File: src/rtl/axi4lite_req_arbiter.sv
// Round-robin arbiter sharing one AXI4-Lite master port between NUM_REQ requesters,
// one transaction in flight, with a per-transaction completion timeout.
//
// state    | meaning
// S_IDLE   | searching req_valid from rr_ptr for the next requester
// S_WR_AW_W| awvalid/wvalid driven, each drops after its own handshake
// S_WR_B   | bready driven, waiting for bvalid
// S_RD_AR  | arvalid driven, waiting for arready
// S_RD_R   | rready driven, waiting for rvalid
// S_DONE   | req_done pulse for the granted requester, rr_ptr advances
module axi4lite_req_arbiter #(
   parameter int NUM_REQ        = 4,
   parameter int ADDR_W         = 32,
   parameter int DATA_W         = 32,
   parameter int TIMEOUT_CYCLES = 256
) (
   input  logic                      clk,
   input  logic                      rst,
   input  logic [NUM_REQ-1:0]        req_valid,
   input  logic [NUM_REQ-1:0]        req_rnw,
   input  logic [2*NUM_REQ-1:0]      req_size,
   input  logic [ADDR_W*NUM_REQ-1:0] req_addr,
   input  logic [DATA_W*NUM_REQ-1:0] req_wdata,
   output logic [NUM_REQ-1:0]        req_done,
   output logic [DATA_W-1:0]         rsp_rdata,
   output logic [1:0]                rsp_resp,
   output logic                      rsp_status,
   output logic                      m_awvalid,
   input  logic                      m_awready,
   output logic [ADDR_W-1:0]         m_awaddr,
   output logic                      m_wvalid,
   input  logic                      m_wready,
   output logic [DATA_W-1:0]         m_wdata,
   output logic [3:0]                m_wstrb,
   input  logic                      m_bvalid,
   output logic                      m_bready,
   input  logic [1:0]                m_bresp,
   output logic                      m_arvalid,
   input  logic                      m_arready,
   output logic [ADDR_W-1:0]         m_araddr,
   input  logic                      m_rvalid,
   output logic                      m_rready,
   input  logic [DATA_W-1:0]         m_rdata,
   input  logic [1:0]                m_rresp
);

   localparam int IDX_W = $clog2(NUM_REQ);
   localparam int CNT_W = $clog2(TIMEOUT_CYCLES + 1);

   typedef enum logic [2:0] {
      S_IDLE, S_WR_AW_W, S_WR_B, S_RD_AR, S_RD_R, S_DONE
   } state_t;

   state_t              state_q, state_d;
   logic [IDX_W-1:0]    idx_q, idx_d;
   logic [IDX_W-1:0]    rr_ptr_q, rr_ptr_d;
   logic [CNT_W-1:0]    cnt_q, cnt_d;
   logic                awvalid_q, awvalid_d;
   logic                wvalid_q, wvalid_d;
   logic                bready_q, bready_d;
   logic                arvalid_q, arvalid_d;
   logic                rready_q, rready_d;
   logic [ADDR_W-1:0]   awaddr_q, awaddr_d;
   logic [ADDR_W-1:0]   araddr_q, araddr_d;
   logic [DATA_W-1:0]   wdata_q, wdata_d;
   logic [3:0]          wstrb_q, wstrb_d;
   logic [NUM_REQ-1:0]  req_done_q, req_done_d;
   logic [DATA_W-1:0]   rsp_rdata_q, rsp_rdata_d;
   logic [1:0]          rsp_resp_q, rsp_resp_d;
   logic                rsp_status_q, rsp_status_d;

   logic                gnt_found;
   logic [IDX_W-1:0]    gnt_idx;
   logic                gnt_rnw;
   logic [1:0]          gnt_size;
   logic [ADDR_W-1:0]   gnt_addr;
   logic [DATA_W-1:0]   gnt_wdata;

   function automatic logic [IDX_W-1:0] wrap_idx(input int v);
      return IDX_W'(v % NUM_REQ);
   endfunction

   // Byte lanes come from the low address bits; a misaligned halfword keeps only addr[1].
   function automatic logic [3:0] strb_of(input logic [1:0] size, input logic [1:0] a);
      case (size)
         2'd0:    return 4'b0001 << a;
         2'd1:    return 4'b0011 << {a[1], 1'b0};
         default: return 4'hF;
      endcase
   endfunction

   always_comb begin
      gnt_found = 1'b0;
      gnt_idx   = '0;
      for (int i = 0; i < NUM_REQ; i++) begin
         if (!gnt_found && req_valid[wrap_idx(int'(rr_ptr_q) + i)]) begin
            gnt_found = 1'b1;
            gnt_idx   = wrap_idx(int'(rr_ptr_q) + i);
         end
      end
      gnt_rnw   = req_rnw[gnt_idx];
      gnt_size  = req_size[2*gnt_idx +: 2];
      gnt_addr  = req_addr[gnt_idx*ADDR_W +: ADDR_W];
      gnt_wdata = req_wdata[gnt_idx*DATA_W +: DATA_W];
   end

   always_comb begin
      state_d      = state_q;
      idx_d        = idx_q;
      rr_ptr_d     = rr_ptr_q;
      cnt_d        = cnt_q;
      awvalid_d    = awvalid_q;
      wvalid_d     = wvalid_q;
      bready_d     = bready_q;
      arvalid_d    = arvalid_q;
      rready_d     = rready_q;
      awaddr_d     = awaddr_q;
      araddr_d     = araddr_q;
      wdata_d      = wdata_q;
      wstrb_d      = wstrb_q;
      req_done_d   = '0;
      rsp_rdata_d  = rsp_rdata_q;
      rsp_resp_d   = rsp_resp_q;
      rsp_status_d = rsp_status_q;

      case (state_q)
         S_IDLE: begin
            if (gnt_found) begin
               idx_d = gnt_idx;
               cnt_d = '0;
               if (gnt_rnw) begin
                  state_d   = S_RD_AR;
                  arvalid_d = 1'b1;
                  araddr_d  = gnt_addr;
               end else begin
                  state_d   = S_WR_AW_W;
                  awvalid_d = 1'b1;
                  wvalid_d  = 1'b1;
                  awaddr_d  = gnt_addr;
                  wdata_d   = gnt_wdata;
                  wstrb_d   = strb_of(gnt_size, gnt_addr[1:0]);
               end
            end
         end
         S_WR_AW_W: begin
            if (awvalid_q && m_awready) awvalid_d = 1'b0;
            if (wvalid_q && m_wready)   wvalid_d  = 1'b0;
            if (!awvalid_d && !wvalid_d) begin
               state_d  = S_WR_B;
               bready_d = 1'b1;
            end
         end
         S_WR_B: begin
            if (m_bvalid) begin
               state_d             = S_DONE;
               bready_d            = 1'b0;
               rsp_rdata_d         = '0;
               rsp_resp_d          = m_bresp;
               rsp_status_d        = 1'b0;
               req_done_d[idx_q]   = 1'b1;
            end
         end
         S_RD_AR: begin
            if (m_arready) begin
               state_d   = S_RD_R;
               arvalid_d = 1'b0;
               rready_d  = 1'b1;
            end
         end
         S_RD_R: begin
            if (m_rvalid) begin
               state_d             = S_DONE;
               rready_d            = 1'b0;
               rsp_rdata_d         = m_rdata;
               rsp_resp_d          = m_rresp;
               rsp_status_d        = 1'b0;
               req_done_d[idx_q]   = 1'b1;
            end
         end
         S_DONE: begin
            state_d  = S_IDLE;
            rr_ptr_d = (idx_q == IDX_W'(NUM_REQ - 1)) ? '0 : idx_q + 1'b1;
         end
         default: state_d = S_IDLE;
      endcase

      // Timeout wins over a handshake landing in the same cycle.
      if (state_q != S_IDLE && state_q != S_DONE) begin
         cnt_d = cnt_q + 1'b1;
         if (cnt_d == CNT_W'(TIMEOUT_CYCLES)) begin
            state_d           = S_DONE;
            awvalid_d         = 1'b0;
            wvalid_d          = 1'b0;
            bready_d          = 1'b0;
            arvalid_d         = 1'b0;
            rready_d          = 1'b0;
            rsp_rdata_d       = '0;
            rsp_resp_d        = 2'b00;
            rsp_status_d      = 1'b1;
            req_done_d        = '0;
            req_done_d[idx_q] = 1'b1;
         end
      end
   end

   always_ff @(posedge clk) begin
      if (rst) begin
         state_q      <= S_IDLE;
         idx_q        <= '0;
         rr_ptr_q     <= '0;
         cnt_q        <= '0;
         awvalid_q    <= 1'b0;
         wvalid_q     <= 1'b0;
         bready_q     <= 1'b0;
         arvalid_q    <= 1'b0;
         rready_q     <= 1'b0;
         awaddr_q     <= '0;
         araddr_q     <= '0;
         wdata_q      <= '0;
         wstrb_q      <= '0;
         req_done_q   <= '0;
         rsp_rdata_q  <= '0;
         rsp_resp_q   <= '0;
         rsp_status_q <= 1'b0;
      end else begin
         state_q      <= state_d;
         idx_q        <= idx_d;
         rr_ptr_q     <= rr_ptr_d;
         cnt_q        <= cnt_d;
         awvalid_q    <= awvalid_d;
         wvalid_q     <= wvalid_d;
         bready_q     <= bready_d;
         arvalid_q    <= arvalid_d;
         rready_q     <= rready_d;
         awaddr_q     <= awaddr_d;
         araddr_q     <= araddr_d;
         wdata_q      <= wdata_d;
         wstrb_q      <= wstrb_d;
         req_done_q   <= req_done_d;
         rsp_rdata_q  <= rsp_rdata_d;
         rsp_resp_q   <= rsp_resp_d;
         rsp_status_q <= rsp_status_d;
      end
   end

   assign m_awvalid  = awvalid_q;
   assign m_wvalid   = wvalid_q;
   assign m_bready   = bready_q;
   assign m_arvalid  = arvalid_q;
   assign m_rready   = rready_q;
   assign m_awaddr   = awaddr_q;
   assign m_araddr   = araddr_q;
   assign m_wdata    = wdata_q;
   assign m_wstrb    = wstrb_q;
   assign req_done   = req_done_q;
   assign rsp_rdata  = rsp_rdata_q;
   assign rsp_resp   = rsp_resp_q;
   assign rsp_status = rsp_status_q;

endmodule

File: config.mk
export PLATFORM = sky130hd
export DESIGN_NAME = axi4lite_req_arbiter
export DESIGN_NICKNAME = d
export VERILOG_FILES = /design/src/rtl/axi4lite_req_arbiter.sv
export SDC_FILE = /design/constraint.sdc
export NUM_CORES = 1
export LEC_CHECK = 0
export CELL_PAD_IN_SITES_DETAIL_PLACEMENT = 1
export CELL_PAD_IN_SITES_GLOBAL_PLACEMENT = 1
export CORE_AREA = 2 2 177 179
export DETAILED_ROUTE_END_ITERATION = 7
export DIE_AREA = 0 0 179 181
export PLACE_DENSITY = 0.86
export SLEW_MARGIN = 40
export SYNTH_ARGS = -nofsm -noshare
export SYNTH_HDL_FRONTEND = slang
export SYNTH_SLANG_ARGS = --single-unit
File: constraint.sdc
create_clock -name clk -period 6 [get_ports clk]
set_input_delay 1.5 -clock clk [delete_from_list [all_inputs] [get_ports clk]]
set_output_delay 1.5 -clock clk [all_outputs]
set_load 0.01 [all_outputs]
# Yosys cells after proc, flatten, opt, wreduce, memory -nomap -nowiden
# Index checks and enable logic that the tools add are counted.
# word_totals
output_inout_bits,144
register_bits,160
input_bits,315
# op_classes
add_sub_neg,5
n_bitwise,1
order_cmp,7
n_eq_ne,9
reduce_logical,22
shift,5
muxes,84
# op_table
op,n
128-bit by 8-bit indexed part select with 32-bit output,2
32-bit 2-to-1 mux,4
32-bit case mux with 2 select lines,1
1-bit 2-to-1 mux,39
9-bit 2-to-1 mux,3
3-bit 2-to-1 mux,7
2-bit 2-to-1 mux,10
2-bit by 3-bit < comparator with 1-bit output (second input constant),6
4-bit 2-to-1 mux,4
4-bit case mux with 2 select lines,2
3-bit case mux with 5 select lines,1
1-bit case mux with 2 select lines,6
1-bit binary-select mux with 2-bit select,5
9-bit by 1-bit adder with 9-bit output (second input constant),1
9-bit equality test (second input constant),1
1-bit logical AND,8
8-bit by 4-bit indexed part select with 2-bit output,1
3-bit by 2-bit equality test with 1-bit output (second input constant),2
3-bit equality test (second input constant),2
3-bit AND reduction,2
1-bit logical NOT,5
2-bit by 1-bit adder with 2-bit output (second input constant),2
2-bit adder (second input constant),2
2-bit case mux with 2 select lines,1
other kinds (14),16

# Depth between registers and ports, before layout
# Gate-level depths: netlist of run 1.
# logic_depth
depth_word,19
depth_mapped,9
depth_no_buf,7

# Worst setup path after synthesis of run 1
# OpenSTA, ideal clock, no wires.
# synth_timing
path_kind,input port to flip-flop
from,input port req_valid[1]
to,register wdata_q[4] (netlist: m_wdata[4])
cell_stages,9
required_ns,5.930
setup_slack_ns,2.804
t_arrival_ns,3.125
setup_time_ns,0.070
path_buffers,3
cell_sequence,or3b_1 > o221ai_1 > buf_4 > mux2i_1 > mux2_2 > buf_6 > buf_2 > nand3_1 > a21oi_1
# synth_via
elab_chain_len,16
elab_cells_between_ends,27
cone_classes,shift (1); mux (18); bitwise (1); reduce/logical (7)
# synth_rtl
element,line,text
"start, declared",19,"input logic [NUM_REQ-1:0] req_valid,"
branches (longest 16 deep; another with 1-bit binary-select mux with 2-bit select),-,
"end signal, assigned",237,wdata_q <= wdata_d;
"end, declared",65,"logic [DATA_W-1:0] wdata_q, wdata_d;"
# Parallel ways; which one is timed is not known. The select of a mux whose other input is x is not followed.
# A chain may end at the register's enable or synchronous reset.

# Final worst setup path of run 1
# layout_timing
from,input port req_valid[2]
to,register wstrb_q[3] (netlist: m_wstrb[3])
# layout_via
elab_chain_len,16
elab_cells_between_ends,33
cone_classes,eq/ne (1); shift (4); mux (19); bitwise (1); reduce/logical (8)
# layout_rtl
element,line,text
branches (longest 16 deep; another with 1-bit binary-select mux with 2-bit select),-,
"end signal, assigned",238,wstrb_q <= wstrb_d;
"end, declared",66,"logic [3:0] wstrb_q, wstrb_d;"
# Parallel ways; which one is timed is not known. The select of a mux whose other input is x is not followed.

==> results.sh, run 1 <==
export IMPL_yosys_warnings=0
export IMPL_n_antenna_cell=0
export IMPL_power_density_mw_per_mm2=307
export IMPL_firstDrtPassIters=4
export IMPL_die_area_mm2=0.0324
export IMPL_critical_path_most_common_cell="mux2i_1"
export IMPL_synth_area_mm2=0.00854
export IMPL_r2r_end="m_wstrb[3]"
export IMPL_outcome="complete, no violations"
export IMPL_wire_per_inst_um=20.0
export IMPL_dr_total_vias=9211
export IMPL_holdPathStages=2
export IMPL_cp_max_fo=66
export IMPL_antenna_left=0
export IMPL_ys_top_cells_by_area="dfxtp_1 (38%), mux2i_1 (24%), a21oi_1 (9.3%)"
export IMPL_drive_above_1_share=0.0416
export IMPL_initial_utilization=0.281
export IMPL_post_cts_repair_setup_buffers=0
export IMPL_hold_violations=0
export IMPL_syn_num_nets=1326
export IMPL_synth_top_area_frac=0.375
export IMPL_hold_path_class="flop to flop"
export IMPL_wl_mm=36.3
export IMPL_rows=64
export IMPL_drv_cap=0
export IMPL_worstSetupStartpointType="input port"
export IMPL_grt_first_pass_wirelength_mm=54.6
export IMPL_pin_count=459
export IMPL_setup_ws_ps=1840
export IMPL_port_buffer_count=458
export IMPL_synth_top_area_cell="dfxtp_1"
export IMPL_grt_pass1_vias=9783
export IMPL_die_h_um=181
export IMPL_drtIter0Drc=419
export IMPL_fin_crit_ps=4160
export IMPL_synth_edf_count=0
export IMPL_cts_root_buf="clkbuf_16"
export IMPL_holdPathEnd="rsp_status"
export IMPL_syn_instance_count=1006
export IMPL_drc_errors=0
export IMPL_final_nets=1725
export IMPL_htreeDepth=4
export IMPL_crit_chain="clkdlybuf4s50_1, or3b_1, o221ai_4, buf_4, buf_12, mux2i_1, mux2i_1, o21ai_0, a211oi_1"
export IMPL_critPathMaxStageDelay_ps=520
export IMPL_rr_startpoint="rr_ptr_q[1]"
export IMPL_tightest_slew_ps=833
export IMPL_hpwl_mm=27.6
export IMPL_core_mm2=0.0303
export IMPL_clk_insertion_delay_late_ps=430
export IMPL_cts_tree="built"
export IMPL_setup_viol=0
export IMPL_fin_skew_ps=21.3
export IMPL_cts_max_path_buffers=2
export IMPL_cts_buffers=17
export IMPL_gp_congestion=0.779
export IMPL_grt_overflow=0
export IMPL_pre_cts_ws_ps=1350
export IMPL_reg2reg_depth=8
export IMPL_worst_setup_path_type="input port to flop"
export IMPL_tns_ps=0
export IMPL_area_growth_pct=63.3
export IMPL_fin_crit_sh=0.694
export IMPL_postCtsHoldBufs=0
export IMPL_hold_start="rsp_status"
export IMPL_critPathSlowestCell="clkdlybuf4s50_1"
export IMPL_die_w_um=179
export IMPL_cts_repair_resized=0
export IMPL_seq_area_frac_synth=0.375
export IMPL_yosysMostFrequentCell="mux2i_1"
export IMPL_rsz0062_at_grt="no"
export IMPL_peakVddDrop_uv=300
export IMPL_cp_required_ps=6330
export IMPL_rrSetupSlack_ps=3030
export IMPL_synthDistinctLibCells=44
export IMPL_antenna_found_initial=0
export IMPL_grt_max_degree=104
export IMPL_maxSlewHeadroom=0.444
export IMPL_ys_ff_latch=160
export IMPL_async_reset_ff_frac=0
export IMPL_synth_common_cells="mux2i_1 (201), dfxtp_1 (160), a21oi_1 (158), nand3_1 (137), o21ai_0 (81)"
export IMPL_cts_reportedPaths_clkPinSlew_ps=70
export IMPL_final_max_slew_violation_count=0
export IMPL_via_per_inst=5.08
export IMPL_synth_flop_cell="dfxtp_1"
export IMPL_grt_use_total=0.218
export IMPL_fmax_mhz=240
export IMPL_p_leak_nw=5.38
export IMPL_cts_sinks=160
export IMPL_avgSynthCellArea_um2=8.49
export IMPL_cp_arrival_ps=4490
export IMPL_cp_end_kind="flop"
-- worst max-delay path, delay by kind of cell --
family,cells,cell delay (ps)
buf+inv,3,1390
compound gates,3,590
mux,2,480
simple gates,1,410
-- area by class of cell --
type	count	area, um2
fillers	3515	16400
multi-input cells	741	4840
repair buffers	476	4770
flip-flops and latches	160	3200
well taps	396	495
clock buffers	18	439
clock inverters	14	164
inverters	9	33.8
-- power breakdown --
group | switching [W] | internal, W | leakage, nW
logic | 0.000991 | 0.000788 | 3.79
registers | 0.000119 | 0.00125 | 1.30
clock network | 0.000496 | 0.000639 | 0.293
total | 0.00161 | 0.00267 | 5.38
-- cells in the final DEF (no fill, tap or decap), drive strengths merged, types with 2 or more instances in the layout --
cell / n
nand2b: 2
nand3b: 3
clkdlybuf4s50: 457
nand3: 137
or2: 2
and2: 5
o211ai: 2
o21bai: 3
buf: 19
clkbuf: 18
nor2b: 4
inv: 17
and3: 5
bufinv: 2
clkinvlp: 2
mux2i: 202
nor3: 7
ha: 5
nor2: 17
a21o: 2
a22oi: 2
nor4: 2
mux2: 2
nand2: 56
a21oi: 158
dfxtp: 160
o21ai: 106
a211oi: 6
clkinv: 2
-- routing by layer --
metal | global-route usage | wire length, um
met1 | 0.242 | 14200
met4 | 0.0751 | 1020
met2 | 0.397 | 18700
met5 | 0 | 0
met3 | 0.0558 | 2370
-- worst max-delay path by stage --
stage | start | end | slack, ps | cells after the start
final | req_valid[2] | m_wstrb[3] | 1840 | 9
after global routing | req_valid[2] | m_wstrb[3] | 1580 | 9
after CTS | req_valid[2] | m_wstrb[3] | 1810 | 9
after detailed placement | req_valid[2] | m_wstrb[3] | 1350 | 9
after global placement | req_valid[2] | m_wstrb[3] | 1560 | 9
after floorplan | req_valid[1] | m_wdata[4] | 2800 | 9
-- per-stage QoR --
step	total power, W	hold WS, ps	area [um2]	utilization	instances
finish	0.00428	459	13900	0.460	1814
CTS	0.00433	463	13900	0.460	1814
global route	0.00453	484	13900	0.460	1814
detailed placement	0.00318	453	13300	0.440	1782
floorplan	0.00229	451	8540	-	1006
global placement	0.00310	443	13300	0.439	1781
-- cell families (layout without fill, tap and decap cells) --
family | after synthesis | in the layout | share of synthesized area
buffers and inverters | 105 | 517 | 0.0629
multiplexers | 204 | 204 | 0.241
AO/OA/AOI/OAI | 289 | 289 | 0.178
flip-flops | 160 | 160 | 0.375
adder cells (fa/ha/maj) | 5 | 5 | 0.00733
AND/OR/NAND/NOR | 243 | 243 | 0.136
-- sequential cells by signal, indices dropped and copies added (netlist names) --
name	flops
m_wstrb	4
state_q	3
req_done	4
cnt_q	9
m_wvalid	1
rsp_status	1
idx_q	2
m_bready	1
m_araddr	32
m_arvalid	1
rsp_resp	2
m_awaddr	32
rsp_rdata	32
m_wdata	32
rr_ptr_q	2
m_rready	1
m_awvalid	1
(Power assumes the default switching activity.)
==> run 2, diff against run 1 <==
Settings changed: CORE_AREA 2 2 177 179 to 2 2 178 180, DIE_AREA 0 0 179 181 to 0 0 180 182, PLACE_DENSITY 0.86 to 0.85.
Clock period 6 ns to 4.2 ns, I/O delays scaled along.
==> results.sh, run 2 (synthesized netlist as in run 1, its figures left out) <==
export IMPL_use_met3=0.0646
export IMPL_critPathMaxStageDelay_ps=530
export IMPL_grt_first_pass_wirelength_mm=56.4
export IMPL_initial_utilization=0.276
export IMPL_grt_use_met2=0.396
export IMPL_path_buf_inv=2
export IMPL_pin_count=459
export IMPL_drive_above_1_share=0.0416
export IMPL_hold_ws_ps=467
export IMPL_grt_most_used_layer="met2"
export IMPL_layout_common_cells="clkdlybuf4s50_1 (457), mux2i_1 (201), dfxtp_1 (160)"
export IMPL_via_per_inst=5.16
export IMPL_htreeDepth=4
export IMPL_outcome="complete, no violations"
export IMPL_tightest_slew_ps=696
export IMPL_cp_arrival_ps=3690
export IMPL_postCtsHoldBufs=0
export IMPL_cts_buffers=17
export IMPL_dpl_instance_area_mm2=0.0134
export IMPL_fin_area_mm2=0.0140
export IMPL_drtIter0Drc=336
export IMPL_cp_max_fo=74
export IMPL_fin_crit_sh=0.801
export IMPL_cts_repair_resized=0
export IMPL_cp_required_ps=4530
export IMPL_grt_use_total=0.217
export IMPL_final_common_cell="clkdlybuf4s50_1"
export IMPL_grt_overflow=0
export IMPL_drv_cap=0
export IMPL_setup_viol=0
export IMPL_power_density_mw_per_mm2=435
export IMPL_clk_insertion_delay_late_ps=430
export IMPL_port_buffer_count=458
export IMPL_final_max_slew_violation_count=0
export IMPL_maxSlewHeadroom=0.532
export IMPL_worst_setup_path_type="input port to flop"
export IMPL_grt_util_met1=0.246
export IMPL_gp_congestion=0.790
export IMPL_worstSetupStartpointType="input port"
export IMPL_wire_per_inst_um=20.1
export IMPL_dr_total_vias=9383
export IMPL_num_fill_cells=3552
export IMPL_rows=65
export IMPL_wl_mm=36.5
export IMPL_fin_skew_ps=16.0
export IMPL_grt_pass1_vias=9844
export IMPL_final_nets=1725
export IMPL_die_area_mm2=0.0328
export IMPL_cp_end_kind="flop"
export IMPL_antenna_left=0
export IMPL_critPathSlowestCell="clkdlybuf4s50_1"
export IMPL_cp_top_family="buffers and inverters"
export IMPL_grt_max_degree=75
export IMPL_core_mm2=0.0310
export IMPL_cts_sinks=160
export IMPL_hpwl_mm=27.5
export IMPL_p_leak_nw=5.40
export IMPL_cts_max_path_buffers=2
export IMPL_crit_chain="clkdlybuf4s50_1, or3b_1, o221ai_4, buf_12, mux2i_1, mux2i_1, o21ai_0, a211oi_1"
export IMPL_die_h_um=182
export IMPL_antenna_found_initial=1
export IMPL_cts_tree="built"
export IMPL_cts_reportedPaths_clkPinSlew_ps=70
export IMPL_die_w_um=180
export IMPL_rsz0062_at_grt="no"
export IMPL_fin_crit_ps=3360
export IMPL_cts_root_buf="clkbuf_16"
export IMPL_area_growth_pct=63.8
export IMPL_tns_ps=0
export IMPL_hold_path_class="flop to flop"
export IMPL_hold_violations=0
export IMPL_post_cts_repair_setup_buffers=0
export IMPL_drc_errors=0
export IMPL_firstDrtPassIters=4
export IMPL_n_antenna_cell=0
export IMPL_fmax_mhz=297
export IMPL_critical_path_most_common_cell="mux2i_1"
export IMPL_peakVddDrop_uv=297
export IMPL_total_power_w=0.00609
[run 2: cell count changes in the layout (fill, tap and decap cells not counted), sizes merged]
cell / before / now
bufinv: 2 / 0
inv: 17 / 18
clkinvlp: 2 / 0
clkinv: 2 / 5
[run 2: layout make-up]
cell class	count	area, um2	share of cell area
sequential	160	3200	0.229
tap	402	503	0.0360
clock buffer	18	439	0.0314
inverter	9	33.8	0.00242
timing repair buffer	476	4800	0.344
clock inverter	14	160	0.0115
multi-input combinational	741	4840	0.346
[run 2: tightest hold or removal path, delay by kind of cell, from the launching register on]
family	cells	cell delay (ps)
flops	1	320
compound gates	1	50
simple gates	1	50
[run 2: path summary, 6_finish.rpt]
| path | from | end | slack, ps | cells after the start |
|---|---|---|---|---|
| worst max register to register | rr_ptr_q[1] | m_wstrb[3] | 1550 | 7 |
| worst max-delay path | req_valid[2] | m_wstrb[3] | 840 | 8 |
| worst min-delay path | rsp_status | rsp_status | 470 | 2 |
| worst min register to register | rsp_status | rsp_status | 470 | 2 |
[run 2: power breakdown]
part | switching, W | internal (W) | leakage (nW)
registers | 0.000170 | 0.00178 | 1.30
logic | 0.00141 | 0.00113 | 3.80
clock network | 0.000773 | 0.000822 | 0.295
[run 2: stage by stage]
stage | instances | setup WS, ps | util
2_1_floorplan | 1006 | 1450 | -
3_3_place_gp | 1788 | 534 | 0.432
3_5_place_dp | 1788 | 486 | 0.432
4_1_cts | 1820 | 932 | 0.451
5_1_grt | 1820 | 704 | 0.451
6_report | 1820 | 837 | 0.451
[run 2: metal layers]
layer,up-vias,share of wire
li1,4417,-
met1,4569,0.40
met2,356,0.51
met3,39,0.072
met4,2,0.017
met5,-,0.00036
